--- src/rtl/instruction_fetch.sv ---
// instruction_fetch -- IF stage of the 32-bit word-indexed MIPS pipeline.
//
// Holds the program counter, presents it to the combinational instruction
// memory and registers the returned word into IF/ID. Stall, flush and the
// decode-resolved redirects (JumpReg > Jump > BranchTaken) steer the PC.
//
// Optional feature, enabled by defining FETCH_BOUNDS_CHECK_EN:
//   a sequential fetch from PC >= IMEM_DEPTH sets the sticky FetchFault flag
//   and freezes the stage (bubbles, PC held, redirects ignored) until Reset.
//   Without the macro FetchFault is tied low and no range check exists.
//
// Handshake note: there is no valid/ready pair here. IF_ID_Valid qualifies
// the IF/ID contents each cycle; Stall is the only back-pressure and, while
// it is high, redirect inputs are not sampled (decode holds them).

module instruction_fetch #(
    parameter logic [31:0] RESET_PC   = 32'd0,
    parameter int unsigned IMEM_DEPTH = 128
) (
    input  logic        Clk,
    input  logic        Reset,
    input  logic        Stall,
    input  logic        Flush,
    input  logic        BranchTaken,
    input  logic [15:0] BranchOffset,
    input  logic        Jump,
    input  logic [25:0] JumpTarget,
    input  logic        JumpReg,
    input  logic [31:0] JumpRegAddr,
    output logic [31:0] Address,
    input  logic [31:0] Instruction,
    output logic [31:0] IF_ID_Instruction,
    output logic [31:0] IF_ID_PCPlus1,
    output logic        IF_ID_Valid,
    output logic        FetchFault
);

`ifdef FETCH_BOUNDS_CHECK_EN
    localparam bit BOUNDS_CHECK_EN = 1'b1;
`else
    localparam bit BOUNDS_CHECK_EN = 1'b0;
`endif

    localparam logic [31:0] IMEM_DEPTH_W = 32'(IMEM_DEPTH);

    // Architectural state
    logic [31:0] pc_q,          pc_d;
    logic [31:0] ifid_instr_q,  ifid_instr_d;
    logic [31:0] ifid_pcp1_q,   ifid_pcp1_d;
    logic        ifid_valid_q,  ifid_valid_d;
    logic        fault_q,       fault_d;

    // Derived values
    logic [31:0] pc_plus1;
    logic [31:0] branch_target;
    logic [31:0] jump_target;
    logic        redirect;
    logic [31:0] redirect_target;
    logic        out_of_range;

    // PC arithmetic and redirect target selection (JumpReg > Jump > Branch)
    always_comb begin
        pc_plus1      = pc_q + 32'd1;
        branch_target = ifid_pcp1_q + {{16{BranchOffset[15]}}, BranchOffset};
        jump_target   = {ifid_pcp1_q[31:26], JumpTarget};
        redirect      = JumpReg | Jump | BranchTaken;
        if (JumpReg) begin
            redirect_target = JumpRegAddr;
        end else if (Jump) begin
            redirect_target = jump_target;
        end else begin
            redirect_target = branch_target;
        end
        // Constant-false when the bounds check is compiled out
        out_of_range = BOUNDS_CHECK_EN && (pc_q >= IMEM_DEPTH_W);
    end

    // Next-state selection: fault freeze, stall, redirect, range check, sequential
    always_comb begin
        pc_d         = pc_q;
        ifid_instr_d = ifid_instr_q;
        ifid_pcp1_d  = ifid_pcp1_q;
        ifid_valid_d = ifid_valid_q;
        fault_d      = fault_q;

        if (fault_q) begin
            // Frozen after an out-of-range fetch: only Reset leaves this
            ifid_instr_d = 32'd0;
            ifid_pcp1_d  = 32'd0;
            ifid_valid_d = 1'b0;
        end else if (Stall) begin
            // PC holds; Flush may still kill the held IF/ID contents
            if (Flush) begin
                ifid_instr_d = 32'd0;
                ifid_pcp1_d  = 32'd0;
                ifid_valid_d = 1'b0;
            end
        end else if (redirect) begin
            // Word fetched this cycle is on the wrong path: no delay slot
            pc_d         = redirect_target;
            ifid_instr_d = 32'd0;
            ifid_pcp1_d  = 32'd0;
            ifid_valid_d = 1'b0;
        end else if (out_of_range) begin
            fault_d      = 1'b1;
            ifid_instr_d = 32'd0;
            ifid_pcp1_d  = 32'd0;
            ifid_valid_d = 1'b0;
        end else begin
            pc_d = pc_plus1;
            if (Flush) begin
                ifid_instr_d = 32'd0;
                ifid_pcp1_d  = 32'd0;
                ifid_valid_d = 1'b0;
            end else begin
                ifid_instr_d = Instruction;
                ifid_pcp1_d  = pc_plus1;
                ifid_valid_d = 1'b1;
            end
        end
    end

    // State registers with synchronous reset overriding everything
    always_ff @(posedge Clk) begin
        if (Reset) begin
            pc_q         <= RESET_PC;
            ifid_instr_q <= 32'd0;
            ifid_pcp1_q  <= 32'd0;
            ifid_valid_q <= 1'b0;
            fault_q      <= 1'b0;
        end else begin
            pc_q         <= pc_d;
            ifid_instr_q <= ifid_instr_d;
            ifid_pcp1_q  <= ifid_pcp1_d;
            ifid_valid_q <= ifid_valid_d;
            fault_q      <= fault_d;
        end
    end

    assign Address           = pc_q;
    assign IF_ID_Instruction = ifid_instr_q;
    assign IF_ID_PCPlus1     = ifid_pcp1_q;
    assign IF_ID_Valid       = ifid_valid_q;
    assign FetchFault        = BOUNDS_CHECK_EN ? fault_q : 1'b0;

endmodule

--- config.mk ---
export PLATFORM = sky130hd
export DESIGN_NAME = instruction_fetch
export DESIGN_NICKNAME = d
export VERILOG_FILES = /design/src/rtl/instruction_fetch.sv
export SDC_FILE = /design/constraint.sdc
export NUM_CORES = 1
export LEC_CHECK = 0
export ABC_AREA = 1
export CORE_MARGIN = 4
export CORE_UTILIZATION = 44
export DETAILED_ROUTE_END_ITERATION = 12
export PLACE_DENSITY_LB_ADDON = 0.2
export SLEW_MARGIN = 10
export SYNTH_ARGS = -nofsm -noshare
export SYNTH_HDL_FRONTEND = slang
export SYNTH_SLANG_ARGS = --single-unit
export TNS_END_PERCENT = 10
--- constraint.sdc ---
create_clock -name Clk -period 3.6 [get_ports Clk]
set_clock_uncertainty 0.2 [all_clocks]
set_input_delay 0.36 -clock Clk [delete_from_list [all_inputs] [get_ports Clk]]
set_output_delay 0.36 -clock Clk [all_outputs]
set_load 0.01 [all_outputs]
==> results.json <==
{
  "yosysTopAreaCellShare_pct": 26.1,
  "min_from": "Reset",
  "grt_pass1_vias": 8186,
  "min_to": "IF_ID_Valid",
  "synthTopCellsByCount": "nand2_1 (416), a21oi_1 (138), inv_1 (132)",
  "worstRegToRegCells": 14,
  "p_leak_nw": 4.45,
  "fillers": 1688,
  "drc": 0,
  "ant_nets": 0,
  "reg2reg_to": "Address[26]",
  "r2r_setup_slack_ps": 1070,
  "synth_area_um2": 7450,
  "crit_chain": "clkdlybuf4s50_1 -> ha_1 -> nand2_1 -> nor2_1 -> inv_1 -> nor2_1 -> nand4_1 -> nand3_1 -> nand2_1 -> nand3_1 -> nand2_1 -> nand2_1 -> a21oi_1",
  "synth_cell_types": 47,
  "synth_area_leader_cell": "dfxtp_1",
  "finalCriticalPeriod_ps": 2960,
  "postSynthAreaPerCell_um2": 5.95,
  "cp_num_buf_inv": 2,
  "rsz0062_at_grt": "no",
  "postCtsSetupRepairBufs": 0,
  "num_vias": 8757,
  "clock-sinks": 97,
  "final_nets": 1582,
  "report.final.slew_viol_count": 0,
  "core_region_area_um2": 16600,
  "syn_nets": 1398,
  "ys_seq_elements": 97,
  "synth_top_family_by_area": "simple AND/OR/NAND/NOR gates",
  "critical_path_arrival_ps": 2990,
  "setup_ws_ps": 640,
  "cts-buffers-inserted": 9,
  "grt-ovfl-total": 0,
  "yosys_warnings": 0,
  "wl_um": 28300,
  "synth_adder_area_share_pct": 5.64,
  "clk_pin_slew_ps": 70,
  "relSlewSlack_pct": 30.0,
  "cp_slowest_stage_delay_ps": 760,
  "cts_max_level": 3,
  "start_util_pct": 44.9,
  "postCtsHoldBufs": 0,
  "grt_max_degree": 58,
  "pre_cts_ws_ps": 296,
  "finalCritPeriodShare_pct": 82.2,
  "worstSetupEndpointType": "flop",
  "rows": 47,
  "min_path_cells": 2,
  "die_h_um": 138,
  "critPathLaunchType": "input port",
  "muxShareOfSynthArea_pct": 0,
  "fin_util_pct": 60.3,
  "synthMostInstantiatedCell": "nand2_1",
  "fin_setup_tns_ps": 0,
  "drt_iter0_markers": 729,
  "ios": 211,
  "setup_violations": 0,
  "status": "complete, no violations",
  "worst_path_dominant_cell_family": "simple AND/OR/NAND/NOR gates",
  "track_usage_pct": 28.5,
  "cap_violations": 0,
  "place_congestion": 0.974,
  "synth_xor_area_share_pct": 2.94,
  "viasPerCell": 5.27,
  "r2r-start": "IF_ID_PCPlus1[0]",
  "dp.cells": 1645,
  "antenna_found_initial": 0,
  "cts_resized": 0,
  "cp_max_fo": 15,
  "p_per_area_nw_per_um2": 273,
  "hold_viol": 0,
  "dr.pass1.iters": 5,
  "clk_latency_ps": 350,
  "drive_gt1_share_pct": 4.86,
  "dpl.hpwl_um": 22300,
  "synth-main-ff-cell": "dfxtp_1",
  "power_mw": 2.74,
  "die_area_um2": 19100,
  "syn_to_final_growth_pct": 34.2,
  "worst_pin_slew_ps": 1050,
  "path_class": "in2reg",
  "grt_pass1_wl_um": 44100,
  "cts_buffer_depth": 2,
  "synth_seq_area_share_pct": 26.1,
  "synthSimpleGateAreaFrac_pct": 38.6,
  "async_flop_share_pct": 0,
  "fin_cells": 1661,
  "syn_inst": 1252,
  "port_buffers": 209,
  "synth-edff-count": 0,
  "die_x_um": 138,
  "max_freq_mhz": 338,
  "num_antenna_cells": 0,
  "ir_drop_mv": 0.194,
  "synth_area_leaders": "dfxtp_1 (26%), nand2_1 (21%), a21oi_1 (9.3%), inv_1 (6.6%), nand3_1 (6.0%)",
  "cp_common_cell": "nand2_1",
  "synth_compound_area_share_pct": 16.4,
  "required_ps": 3630,
  "root_buffer": "clkbuf_16",
  "crit_slowest_cell": "clkdlybuf4s50_1",
  "post_drt_wl_per_cell_um": 17.0,
  "cts_tree": "done",
  "hp-class": "in2reg"
}
-- layer usage --
| layer | routed length, um | GRT usage, % |
|---|---|---|
| met1 | 12500 | 38.0 |
| met2 | 12500 | 45.4 |
| met3 | 2330 | 6.18 |
| met4 | 1040 | 10.4 |
| met5 | 0 | 0 |
-- cell type report --
cell class	instances	area (um^2)	area share, %
Clock buffer	14	254	2.54
Tap cell	220	275	2.75
Inverter	149	559	5.59
Clock inverter	2	37.5	0.375
Multi-Input combinational cell	959	4750	47.5
Sequential cell	97	1940	19.4
Timing Repair Buffer	220	2180	21.8
-- sequential cells by signal, indices dropped and copies added, names as in the netlist --
| name | cells |
|---|---|
| Address | 32 |
| IF_ID_Instruction | 32 |
| IF_ID_Valid | 1 |
| IF_ID_PCPlus1 | 32 |
-- worst register-to-register path, cell delays in order (launching register included) --
cell and delay, ps:
dfxtp_1 350, ha_1 240, fa_1 410, nand2_1 130, nand3_1 80, nand3_1 70, nand2_1 110, nand2_1 90
nand2_1 120, nand2_1 160, nand3_1 90, nand2_1 60, nand3_1 70, nand2_1 140, a21oi_1 80
-- layout by cell type, fill, tap and decap left out, types with 3 or more instances in the layout --
| master | instances |
|---|---|
| clkbuf_16 | 9 |
| nand3_1 | 90 |
| o211ai_1 | 7 |
| ha_1 | 32 |
| o21ai_1 | 4 |
| nand2_1 | 416 |
| a31oi_1 | 8 |
| buf_4 | 10 |
| xor2_1 | 12 |
| nand4_1 | 8 |
| inv_2 | 16 |
| nor2_1 | 110 |
| clkdlybuf4s50_1 | 208 |
| o21ai_0 | 50 |
| nand3b_1 | 3 |
| xnor2_1 | 13 |
| a21oi_1 | 138 |
| nand2_2 | 3 |
| a21o_1 | 9 |
| clkbuf_1 | 4 |
| o21bai_1 | 4 |
| nor3_1 | 14 |
| dfxtp_1 | 97 |
| nor3_2 | 7 |
| inv_1 | 132 |
| or2_2 | 5 |
-- metrics by stage --
stage               area [um^2]  hold WS (ps)
global route              10000           282
global placement           9710           250
CTS                       10000           245
finish                    10000           258
floorplan                  7450           289
detailed placement         9710           255
-- where the power goes --
group	total (mW)	leakage [nW]	internal (mW)	switching (mW)
clock network	0.977	0.137	0.560	0.417
logic	0.591	3.53	0.276	0.315
registers	1.17	0.790	1.11	0.0612
total	2.74	4.45	1.94	0.793
-- cells by family (layout without fill, tap and decap cells) --
logic type	Yosys count	in the layout
XOR/XNOR	25	25
AO/OA/AOI/OAI	227	227
AND/OR/NAND/NOR	673	673
adder cells (fa/ha/maj)	33	33
other	1	1
buffers and inverters	196	385
flip-flops	97	97
-- how the worst max path moves through the flow --
stage / to / slack (ps) / startpoint / cells after the start
final: Address[20] / 640 / BranchOffset[15] / 13
after global routing: Address[20] / 410 / BranchOffset[15] / 12
after CTS: Address[20] / 660 / BranchOffset[15] / 13
after detailed placement: Address[20] / 300 / BranchOffset[15] / 13
after global placement: Address[20] / 380 / BranchOffset[15] / 13
after floorplan: Address[28] / 1480 / BranchOffset[0] / 14
Power figures use the tool's default switching activity.
==> variant: new RTL, config.mk and constraints unchanged <==
Change the localparam `BOUNDS_CHECK_EN` from 1'b0 to 1'b1.
--- a/src/rtl/instruction_fetch.sv
+++ b/src/rtl/instruction_fetch.sv
@@ -39,5 +39,5 @@
     localparam bit BOUNDS_CHECK_EN = 1'b1;
 `else
-    localparam bit BOUNDS_CHECK_EN = 1'b0;
+    localparam bit BOUNDS_CHECK_EN = 1'b1;
 `endif
 
Check against the original RTL: not equivalent (a bounded check fails within 4 cycles, from zero or initial values and one cycle with Reset high).
==> variant against the unedited design <==
Cell area down 9.4%; area after synthesis down 12%; total power down 3.6%; via count down 16%; setup slack better by 0.093 ns; sequential cell count up 1; critical path type unchanged; wire length down 20%; non-clock buffer count up 4.
==> variant: results (changes against the unedited design) <==
[setup_path]
arrival_ns = 2.96  ; -0.03 ns
regToRegEndpoint = Address[20]$_SDFFE_PP0P_
ff2ff_path_depth = 15  ; +1
path_max_fanout = 17  ; +2
cpPeakStageDelay_ns = 0.40  ; -0.36 ns
endpoint = Address[29]$_SDFFE_PP0P_

[logic_synthesis]
synthArstFlopShare_pct = 0  ; unchanged
yosysUniqueCellTypes = 31  ; -34%
synth_common_cells = nand2_1, a21oi_1, inv_1, nor2_1, dfxtp_1
syn_nets = 1225  ; -12%
synth.area.top_cells = dfxtp_1, nand2_1, a21oi_1, inv_1, ha_1
synthXorXnorAreaFrac_pct = 2.28  ; -0.66 points
synth_compound_area_share_pct = 16.4  ; -0.036 points
synth_seq_area_share_pct = 30.1  ; +4.0 points
synth-adder-area-share_pct = 6.64  ; +1.0 points

[grt]
use_met3_pct = 7.65  ; +1.5 points
track_usage_pct = 26.6  ; -1.9 points
met2_usage_pct = 44.4  ; -1.0 points
grt_max_degree = 42  ; -28%
grt_pass1_vias = 6998  ; -15%
grtUsageMet1_pct = 33.3  ; -4.7 points

[outcome]
run_status = complete, no violations

[placement]
portBuffers = 210  ; +0.48%
dp_hpwl_mm = 17.5  ; -21%
gp_congestion = 0.898  ; -7.8%
place_ws_ns = 0.390  ; +0.0936 ns

[layout]
drive_gt1_share_pct = 3.92  ; -0.94 points
nets = 1417  ; -10%
nFillCells = 1454  ; -14%

[power_and_ir_drop]
internal-power_w = 0.00187  ; -3.7%
p_comb_w = 0.000536  ; -9.3%
p_leak_nw = 4.06  ; -8.8%
peakVddDrop_v = 0.000235  ; +22%

[sta]
worstMarginPinSlew_ns = 0.907  ; -0.143 ns
period_share_pct = 79.6  ; -2.6 points

[clock_tree]
cts_made_buffers = 9  ; unchanged
clk_latency_ns = 0.36
path_clk_slew_ns = 0.08
clockRootBuffer = clkbuf_16
cts_buffer_depth = 2  ; unchanged

[min_path]
hold_end = IF_ID_PCPlus1[13]$_SDFFE_PP0P_
hold_class = reg2reg
min_from = IF_ID_PCPlus1[13]$_SDFFE_PP0P_

[route]
drt_iter0_drc = 521  ; -29%
wl_met2_mm = 10.3  ; -17%
dr_wl_met3_mm = 2.07  ; -11%
wl_mm = 22.6  ; -20%
num_vias = 7369  ; -16%

-- variant: area by class of cell --
| type | instances | area share (%) |
|---|---|---|
| Clock inverter | 6 | 0.580 |
| Multi-Input combinational cell | 817 | 43.3 |
| Clock buffer | 10 | 2.64 |
| Timing Repair Buffer | 224 | 24.3 |
| Sequential cell | 98 | 21.6 |
| Tap cell | 184 | 2.54 |
| Inverter | 120 | 4.98 |
-- variant: per-stage QoR --
stage / cells / area (sq um) / utilization, % / hold WS [ns] / power [W]
final: 1459 / 9060 / 62.4 / 0.262 / 0.00264
after global routing: 1459 / 9060 / 62.4 / 0.276 / 0.00275
after CTS: 1459 / 9060 / 62.4 / 0.263 / 0.00266
after detailed placement: 1443 / 8770 / 60.4 / 0.252 / 0.00170
after global placement: 1443 / 8770 / 60.4 / 0.245 / 0.00170
after floorplan: 1078 / 6520 / - / 0.280 / 0.00143
